### config.mk
export PLATFORM = sky130hd
export DESIGN_NAME = axis_window_scheduler_flat
export DESIGN_NICKNAME = d
export VERILOG_FILES = /design/src/rtl/axis_window_scheduler_if.sv /design/src/rtl/axis_window_scheduler.sv /design/src/flat_wrapper.sv
export SDC_FILE = /design/constraint.sdc
export NUM_CORES = 1
export LEC_CHECK = 0
export BUFFER_PORTS_ARGS = -buffer_cell sky130_fd_sc_hd__buf_2
export CORE_UTILIZATION = 36
export DETAILED_ROUTE_END_ITERATION = 10
export PLACE_DENSITY_LB_ADDON = 0.2
export SYNTH_ARGS = -nofsm -noshare
export SYNTH_HDL_FRONTEND = slang
export SYNTH_SLANG_ARGS = --single-unit
### constraint.sdc
create_clock -name aclk -period 2.8 [get_ports aclk]
set_input_delay 0.28 -clock aclk [delete_from_list [all_inputs] [get_ports aclk]]
set_output_delay 0.28 -clock aclk [all_outputs]
set_load 0.01 [all_outputs]
### src/rtl/axis_window_scheduler_if.sv
// Trigger/length link from the scheduler to the downstream gated-window block.
// win_trig is a one-cycle tvalid pulse with no ready: the window block accepts it or ignores it while busy.
interface axis_window_scheduler_if;
  logic       win_trig;
  logic [7:0] win_len;

  modport master (output win_trig, win_len);
  modport slave  (input  win_trig, win_len);
endinterface

### src/rtl/axis_window_scheduler.sv
// Issues a burst of N trigger pulses to a gated-window block, spaced so the downstream windows never overlap.
// Pacing comes from an internal period timer or from rising edges on ext_trig.
module axis_window_scheduler #(
  parameter int CNTR_WIDTH = 32,
  parameter int NUM_WIDTH  = 16
) (
  input  logic                  aclk,
  input  logic                  aresetn,
  input  logic [7:0]            cfg_len,
  input  logic [CNTR_WIDTH-1:0] cfg_period,
  input  logic [NUM_WIDTH-1:0]  cfg_number,
  input  logic                  cfg_ext,
  input  logic                  start,
  input  logic                  abort,
  input  logic                  ext_trig,
  axis_window_scheduler_if.master win,
  output logic [NUM_WIDTH-1:0]  sts_count,
  output logic                  busy,
  output logic                  done,
  output logic [2:0]            dbg_state
);

  typedef enum logic [2:0] {IDLE, ARM, FIRE, HOLD, DRAIN} state_t;

  state_t                state;
  logic                  start_q;
  logic                  ext_q;
  logic                  start_edge;
  logic                  ext_edge;
  logic [CNTR_WIDTH-1:0] cnt;
  logic [CNTR_WIDTH-1:0] p_eff;
  logic [CNTR_WIDTH-1:0] len_plus2;
  logic [CNTR_WIDTH-1:0] p_calc;
  logic [NUM_WIDTH-1:0]  n_lat;
  logic                  ext_lat;
  logic [NUM_WIDTH-1:0]  sts_inc;

  assign start_edge = start & ~start_q;
  assign ext_edge   = ext_trig & ~ext_q;
  assign dbg_state  = state;

  // A window needs L+1 cycles plus one idle cycle before it can be retriggered.
  assign len_plus2 = CNTR_WIDTH'(cfg_len) + CNTR_WIDTH'(2);
  assign p_calc    = (cfg_period > len_plus2) ? cfg_period : len_plus2;
  assign sts_inc   = (sts_count == n_lat) ? sts_count : sts_count + NUM_WIDTH'(1);

  always_ff @(posedge aclk) begin
    if (!aresetn) begin
      state        <= IDLE;
      start_q      <= 1'b0;
      ext_q        <= 1'b0;
      cnt          <= '0;
      p_eff        <= '0;
      n_lat        <= '0;
      ext_lat      <= 1'b0;
      win.win_trig <= 1'b0;
      win.win_len  <= '0;
      sts_count    <= '0;
      busy         <= 1'b0;
      done         <= 1'b0;
    end else begin
      start_q      <= start;
      ext_q        <= ext_trig;
      win.win_trig <= 1'b0;
      if (abort) begin
        state <= IDLE;
        busy  <= 1'b0;
        done  <= 1'b0;
      end else begin
        case (state)
          IDLE: begin
            if (start_edge) begin
              if (cfg_number == '0) begin
                done      <= 1'b1;
                sts_count <= '0;
              end else begin
                win.win_len <= cfg_len;
                n_lat       <= cfg_number;
                ext_lat     <= cfg_ext;
                p_eff       <= p_calc;
                busy        <= 1'b1;
                done        <= 1'b0;
                if (cfg_ext) begin
                  state     <= ARM;
                  sts_count <= '0;
                end else begin
                  state        <= FIRE;
                  win.win_trig <= 1'b1;
                  sts_count    <= NUM_WIDTH'(1);
                end
              end
            end
          end
          ARM: begin
            if (ext_edge) begin
              state        <= FIRE;
              win.win_trig <= 1'b1;
              sts_count    <= sts_inc;
            end
          end
          FIRE: begin
            if (sts_count == n_lat) begin
              cnt   <= CNTR_WIDTH'(win.win_len) + CNTR_WIDTH'(1);
              state <= DRAIN;
            end else begin
              cnt   <= p_eff - CNTR_WIDTH'(1);
              state <= HOLD;
            end
          end
          HOLD: begin
            cnt <= cnt - CNTR_WIDTH'(1);
            // Leaving on cnt==1 makes the pulse land exactly P_eff cycles after the previous one.
            if (cnt == CNTR_WIDTH'(1)) begin
              if (ext_lat) begin
                state <= ARM;
              end else begin
                state        <= FIRE;
                win.win_trig <= 1'b1;
                sts_count    <= sts_inc;
              end
            end
          end
          DRAIN: begin
            cnt <= cnt - CNTR_WIDTH'(1);
            if (cnt == CNTR_WIDTH'(1)) begin
              busy  <= 1'b0;
              done  <= 1'b1;
              state <= IDLE;
            end
          end
          default: state <= IDLE;
        endcase
      end
    end
  end

endmodule
### src/flat_wrapper.sv
// flat-port wrapper written by rule: the top's interface ports become plain ports
module axis_window_scheduler_flat 
#(
  parameter int CNTR_WIDTH = 32,
  parameter int NUM_WIDTH  = 16
)
  (aclk, aresetn, cfg_len, cfg_period, cfg_number, cfg_ext, start, abort, ext_trig, sts_count, busy, done, dbg_state, win_win_trig, win_win_len);
  axis_window_scheduler_if win_i ();
  input  logic aclk;
  input  logic aresetn;
  input  logic [7:0] cfg_len;
  input  logic [CNTR_WIDTH-1:0] cfg_period;
  input  logic [NUM_WIDTH-1:0] cfg_number;
  input  logic cfg_ext;
  input  logic start;
  input  logic abort;
  input  logic ext_trig;
  output logic [NUM_WIDTH-1:0] sts_count;
  output logic busy;
  output logic done;
  output logic [2:0] dbg_state;
  output wire logic [$bits(win_i.win_trig)-1:0] win_win_trig;
  output wire logic [$bits(win_i.win_len)-1:0] win_win_len;
  assign win_win_trig = win_i.win_trig;
  assign win_win_len = win_i.win_len;
  axis_window_scheduler #(.CNTR_WIDTH(CNTR_WIDTH), .NUM_WIDTH(NUM_WIDTH)) u_core (.aclk(aclk), .aresetn(aresetn), .cfg_len(cfg_len), .cfg_period(cfg_period), .cfg_number(cfg_number), .cfg_ext(cfg_ext), .start(start), .abort(abort), .ext_trig(ext_trig), .win(win_i), .sts_count(sts_count), .busy(busy), .done(done), .dbg_state(dbg_state));
endmodule
==> results of run 1 <==
-- routing by layer --
layer,GRT usage (%),routed length (um)
met5,0,0
met4,7.87,448
met3,4.65,1310
met2,31.3,8820
met1,31.4,10400
-- cell type report --
class	instances	area share [%]
clock buffers	20	5.50
inverters	12	0.542
multi-input cells	715	52.1
clock inverters	10	1.64
well taps	229	3.45
flip-flops and latches	113	27.2
repair buffers	133	9.58
-- where the power goes --
group          total [uW]  internal [uW]  switching, uW
registers            1740           1670           75.4
logic                1030            420            608
clock network        2210           1430            781
-- path summary, 6_finish.rpt --
check,from,to,cells after the start
max,u_core.cnt[0],u_core.sts_count[12],7
min reg2reg,u_core.n_lat[4],u_core.n_lat[4],2
min,ext_trig,u_core.ext_q,2
max reg2reg,u_core.cnt[0],u_core.sts_count[12],7
-- stage by stage --
step / hold WS, ps / instances / util [%]
2_1_floorplan: 402 / 893 / -
3_3_place_gp: 459 / 1202 / 42.2
3_5_place_dp: 462 / 1202 / 42.2
4_1_cts: 80.3 / 1232 / 45.5
5_1_grt: 90.0 / 1232 / 45.5
6_report: 93.2 / 1232 / 45.5
-- logic make-up after synthesis --
group / after synthesis / share of synthesized area, %
compound gates: 214 / 20.0
buf+inv: 65 / 3.70
flops: 113 / 33.2
mux: 15 / 2.20
simple gates: 415 / 31.0
xor+xnor: 56 / 7.19
fa+ha+maj: 15 / 2.75
-- placed cells by master, fill, tap and decap left out, drive strengths merged, types with 5 or more instances in the layout --
cell / instances
nand2b: 12
or3: 8
a21oi: 86
a32o: 5
xor2: 22
ha: 15
nor2: 57
nand2: 147
mux2i: 15
dfxtp: 113
nor4: 27
nand4: 23
or2: 6
and4: 6
or4: 17
nor3: 35
o31a: 8
nor3b: 6
clkbuf: 20
nand3: 38
o31ai: 10
and3: 9
o22ai: 7
buf: 133
and2: 8
xnor2: 34
o311a: 6
inv: 12
a31oi: 6
o211ai: 8
o21ai: 36
-- sequential cells by signal, indices dropped and copies added (netlist names) --
register             cells
u_core.cnt              32
u_core.win.win_trig      1
u_core.dbg_state         3
u_core.busy              1
u_core.done              1
u_core.p_eff            32
u_core.win.win_len       8
u_core.start_q           1
u_core.n_lat            16
u_core.ext_lat           1
u_core.sts_count        16
u_core.ext_q             1
-- worst reg2reg max path: stages (launching register included) --
cell and delay, ps:
dfxtp_1 410, ha_1 210, nor4b_1 250, nand3_1 120, or4_4 450, a21o_1 390, or4_1 580, a21oi_1 180
==> results.json, run 1 <==
{
  "post_cts_buffers": 0,
  "hp-class": "in2reg",
  "setup_viol": 0,
  "seqCellArea_sq_um": 2260,
  "finalWorstPathRequiredPeriod_ps": 2660,
  "worst_slack_ps": 142,
  "io_buffers": 91,
  "crit_slowest_cell": "or4_1",
  "ys.flop_type": "dfxtp_1",
  "critPathMaxStageDelay_ps": 580,
  "netlist_top_cells_count": "nand2_1 (147), dfxtp_1 (113), a21oi_1 (86)",
  "cts.reportedPaths.clkPinSlew_ps": 60,
  "vias_per_cell": 5.72,
  "cts.sinks": 113,
  "die_w_um": 140,
  "max_freq_ghz": 0.376,
  "path_max_fanout": 19,
  "drt_iter0_markers": 565,
  "rows": 49,
  "hold_buffers": 0,
  "placed_area_sq_um": 7710,
  "place_ws_ps": 198,
  "ys_types": 67,
  "worstMarginPinSlew_ps": 760,
  "synth.net_count": 970,
  "syn_avg_cell_area_sq_um": 7.64,
  "finalPower_uw": 4980,
  "final_max_slew_viol_count": 0,
  "syn_inst": 893,
  "dieArea_sq_um": 19500,
  "hold_viol": 0,
  "cap_violations": 0,
  "p_leak_uw": 0.00325,
  "dr.pass1.iters": 6,
  "async_flop_share_pct": 0,
  "initial_core_util_pct": 37.3,
  "dieHeight_um": 140,
  "cp-start-kind": "register",
  "yosys.area.top_type_share_pct": 33.2,
  "seq_area_frac_synth_pct": 33.2,
  "cp_cell_sequence": "ha_1 > nor4b_1 > nand3_1 > or4_4 > a21o_1 > or4_1 > a21oi_1",
  "ff2ff_setup_slack_ps": 140,
  "htree_levels": 4,
  "critPathTopFamily": "simple AND/OR/NAND/NOR gates",
  "root_buffer": "clkbuf_16",
  "num_vias": 7046,
  "cts-resized-gates": 0,
  "num-fill-cells": 1903,
  "drc": 0,
  "diodes": 0,
  "yosysMostFrequentCell": "nand2_1",
  "drtAntennaViolNets": 0,
  "grt_max_degree": 64,
  "arrival_ps": 3000,
  "fin_skew_ps": 7.75,
  "drt-total-wl_mm": 20.9,
  "synth_seq_cells": 113,
  "final_area_sq_um": 8310,
  "synth_area_sq_um": 6820,
  "rsz0062_at_grt": "false",
  "relSlewSlack_pct": 49.4,
  "cts-buffers-inserted": 17,
  "antenna_found_initial": 0,
  "grt_pass1_wl_mm": 33.6,
  "synth_top_area_cell": "dfxtp_1",
  "timing.setup.tns_ps": 0,
  "netlist_top_cells_area": "dfxtp_1 (33%), nand2_1 (8.1%), a21oi_1 (6.3%), xnor2_1 (4.4%), nor2_1 (3.1%)",
  "wl_per_cell_um": 17.0,
  "grt.overflow.total": 0,
  "grt_util_all_layers_pct": 21.7,
  "fin_nets": 1069,
  "outcome": "completed",
  "yosys_warnings": 0,
  "cts_tree": "done",
  "grt_pass1_vias": 6321,
  "power.density_nw_per_um2": 600,
  "num_io_pins": 92,
  "multi_input_area_sq_um": 4320,
  "worstPathRequired_ps": 3140,
  "core_sq_um": 18300,
  "drive_gt1_share_pct": 18.0,
  "area_growth_pct": 21.7,
  "ir_drop_mv": 0.445,
  "dp_hpwl_mm": 15.4,
  "globalplace.congestion": 0.879,
  "clock_latency_ps": 420,
  "synth-edff-count": 0,
  "critical_path_class": "reg2reg",
  "fin_crit_sh_pct": 94.9,
  "clock_path_buffers": 2,
  "cp-end-kind": "register",
  "path_buf_inv": 0
}
No activity file was read; power rests on OpenSTA's default activity.
==> run 2: changes to the inputs <==
--- a/config.mk
+++ b/config.mk
@@ -8,7 +8,6 @@
 export BUFFER_PORTS_ARGS = -buffer_cell sky130_fd_sc_hd__buf_2
 export CORE_UTILIZATION = 36
 export DETAILED_ROUTE_END_ITERATION = 10
-export PLACE_DENSITY_LB_ADDON = 0.2
 export SYNTH_ARGS = -nofsm -noshare
 export SYNTH_HDL_FRONTEND = slang
 export SYNTH_SLANG_ARGS = --single-unit
==> run 2 against run 1 <==
Net effect:
- final area shrank 0.20%
- setup slack gained 48 ps
- cell count is essentially flat
- sequential cell count is the same
- register-to-register slack gained 50 ps
- die area is the same
- non-clock buffer count shrank 3
- clock power is essentially flat
- clock skew grew 2.2 ps
- sequential share of layout area grew 0.053 points
- largest power group unchanged
- highest routed layer unchanged
==> results.json, run 2 (same netlist as run 1, synthesis figures left out) <==
{
  "cp.depth": 6,
  "cts_tree": "done",
  "dieArea_sq_um": 19500,
  "globalplace.congestion": 0.903,
  "root_buffer": "clkbuf_16",
  "cts-buffers-inserted": 17,
  "layout_commonest_cell": "nand2_1",
  "path_buf_inv": 0,
  "hold_viol": 0,
  "area_growth_pct": 21.5,
  "arrival_ps": 2960,
  "dr.pass1.iters": 5,
  "timing.setup.tns_ps": 0,
  "drt-total-wl_mm": 20.7,
  "hold_depth": 2,
  "path_max_fanout": 19,
  "core_sq_um": 18300,
  "rows": 49,
  "p_leak_uw": 0.00324,
  "critPathTopFamily": "simple AND/OR/NAND/NOR gates",
  "critical_path_class": "reg2reg",
  "min_from": "start",
  "clock_path_buffers": 2,
  "hold_end": "u_core.start_q",
  "final_max_slew_viol_count": 0,
  "cp-start-kind": "register",
  "die_w_um": 140,
  "reg2reg_to": "u_core.sts_count[10]",
  "crit_slowest_cell": "or4_1",
  "num_io_pins": 92,
  "ir_drop_mv": 0.455,
  "clockPowerShare_pct": 44.6,
  "ff2ff_setup_slack_ps": 190,
  "rr_startpoint": "u_core.cnt[12]",
  "wl_per_cell_um": 16.8,
  "worstPathRequired_ps": 3150,
  "fin_nets": 1066,
  "rsz0062_at_grt": "false",
  "max_freq_ghz": 0.383,
  "drtAntennaViolNets": 0,
  "final_util_pct": 45.4,
  "drc": 0,
  "antenna_found_initial": 0,
  "htree_levels": 4,
  "outcome": "completed",
  "grt.overflow.total": 0,
  "grt_pass1_wl_mm": 33.7,
  "num-fill-cells": 1826,
  "vias_per_cell": 5.67,
  "dp_hpwl_mm": 15.4,
  "finalWorstPathRequiredPeriod_ps": 2610,
  "share_comb_of_total_power_pct": 20.5,
  "swShare_pct": 29.0,
  "drt_iter0_markers": 475,
  "hp-class": "in2reg",
  "power.density_nw_per_um2": 602,
  "relSlewSlack_pct": 25.2,
  "cp-end-kind": "register",
  "final_cell_mix": "nand2_1 (147), dfxtp_1 (113), buf_2 (91)",
  "largest_registers": "u_core.cnt (32), u_core.p_eff (32)",
  "io_buffers": 91,
  "dieHeight_um": 140,
  "cap_violations": 0,
  "initial_core_util_pct": 37.3,
  "grt_util_all_layers_pct": 21.8,
  "setup_viol": 0,
  "cts.sinks": 113,
  "drive_gt1_share_pct": 18.0,
  "critPathMaxStageDelay_ps": 570,
  "cp_cell_sequence": "nor4_2 > nand3_1 > or4_4 > a21o_1 > or4_1 > a21oi_1",
  "diodes": 0,
  "seqPwrFrac_pct": 34.9,
  "worstMarginPinSlew_ps": 1120,
  "hold_buffers": 0,
  "num_vias": 6981,
  "cts.reportedPaths.clkPinSlew_ps": 50,
  "clock_latency_ps": 420,
  "fin_skew_ps": 9.98,
  "reg2reg_depth": 6,
  "grt_pass1_vias": 6457,
  "fin_crit_sh_pct": 93.2,
  "power.switching_uw": 1450,
  "grt_max_degree": 64,
  "power.internal_uw": 3540
}
[run 2: metrics by stage]
stage / hold WS [ps] / instance area [sq um] / worst slack (ps) / std cells / power (uW)
detailed placement: 460 / 7680 / 202 / 1199 / 2780
CTS: 70.4 / 8290 / 181 / 1231 / 5010
global route: 72.1 / 8290 / 6.36 / 1231 / 5210
finish: 81.9 / 8290 / 190 / 1231 / 4990
global placement: 459 / 7680 / 228 / 1199 / 2790
floorplan: 402 / 6820 / 296 / 893 / 2430
[run 2: layer usage]
layer  track usage [%]  up-vias  wire length, um
met5                 0        -                0
met4              7.81        0              359
met3              4.09       31             1260
met2              32.9      217             8990
met1              30.7     3257            10100
li1                  -     3476                -
[run 2: repair_timing]
item	CTS	global route
gates resized for setup	0	1
setup buffers	0	0
setup endpoints to repair	0	3
[run 2: cell type report]
| class | count | area [sq um] | area share, % |
|---|---|---|---|
| Clock buffer | 22 | 474 | 5.72 |
| Clock inverter | 10 | 133 | 1.60 |
| Inverter | 12 | 45.0 | 0.543 |
| Multi-Input combinational cell | 715 | 4330 | 52.2 |
| Sequential cell | 113 | 2260 | 27.3 |
| Tap cell | 229 | 287 | 3.46 |
| Timing Repair Buffer | 130 | 761 | 9.18 |
[run 2: worst max-delay path by stage]
stage | start | end | slack (ps)
6_report | u_core.cnt[12] | u_core.sts_count[10] | 190
3_3_place_gp | u_core.cnt[12] | u_core.sts_count[6] | 230
4_1_cts | u_core.cnt[18] | u_core.sts_count[10] | 180
2_1_floorplan | u_core.p_eff[0] | u_core.cnt[26] | 300
3_5_place_dp | u_core.cnt[12] | u_core.sts_count[8] | 200
5_1_grt | u_core.cnt[12] | u_core.sts_count[10] | 6
[run 2: power by group through the flow]
stage	combinational, uW	sequential [uW]	clock (uW)
global route	1140	1750	2330
floorplan	680	1750	0
detailed placement	1010	1770	0
global placement	1020	1770	0
CTS	1020	1740	2260
finish	1020	1740	2230
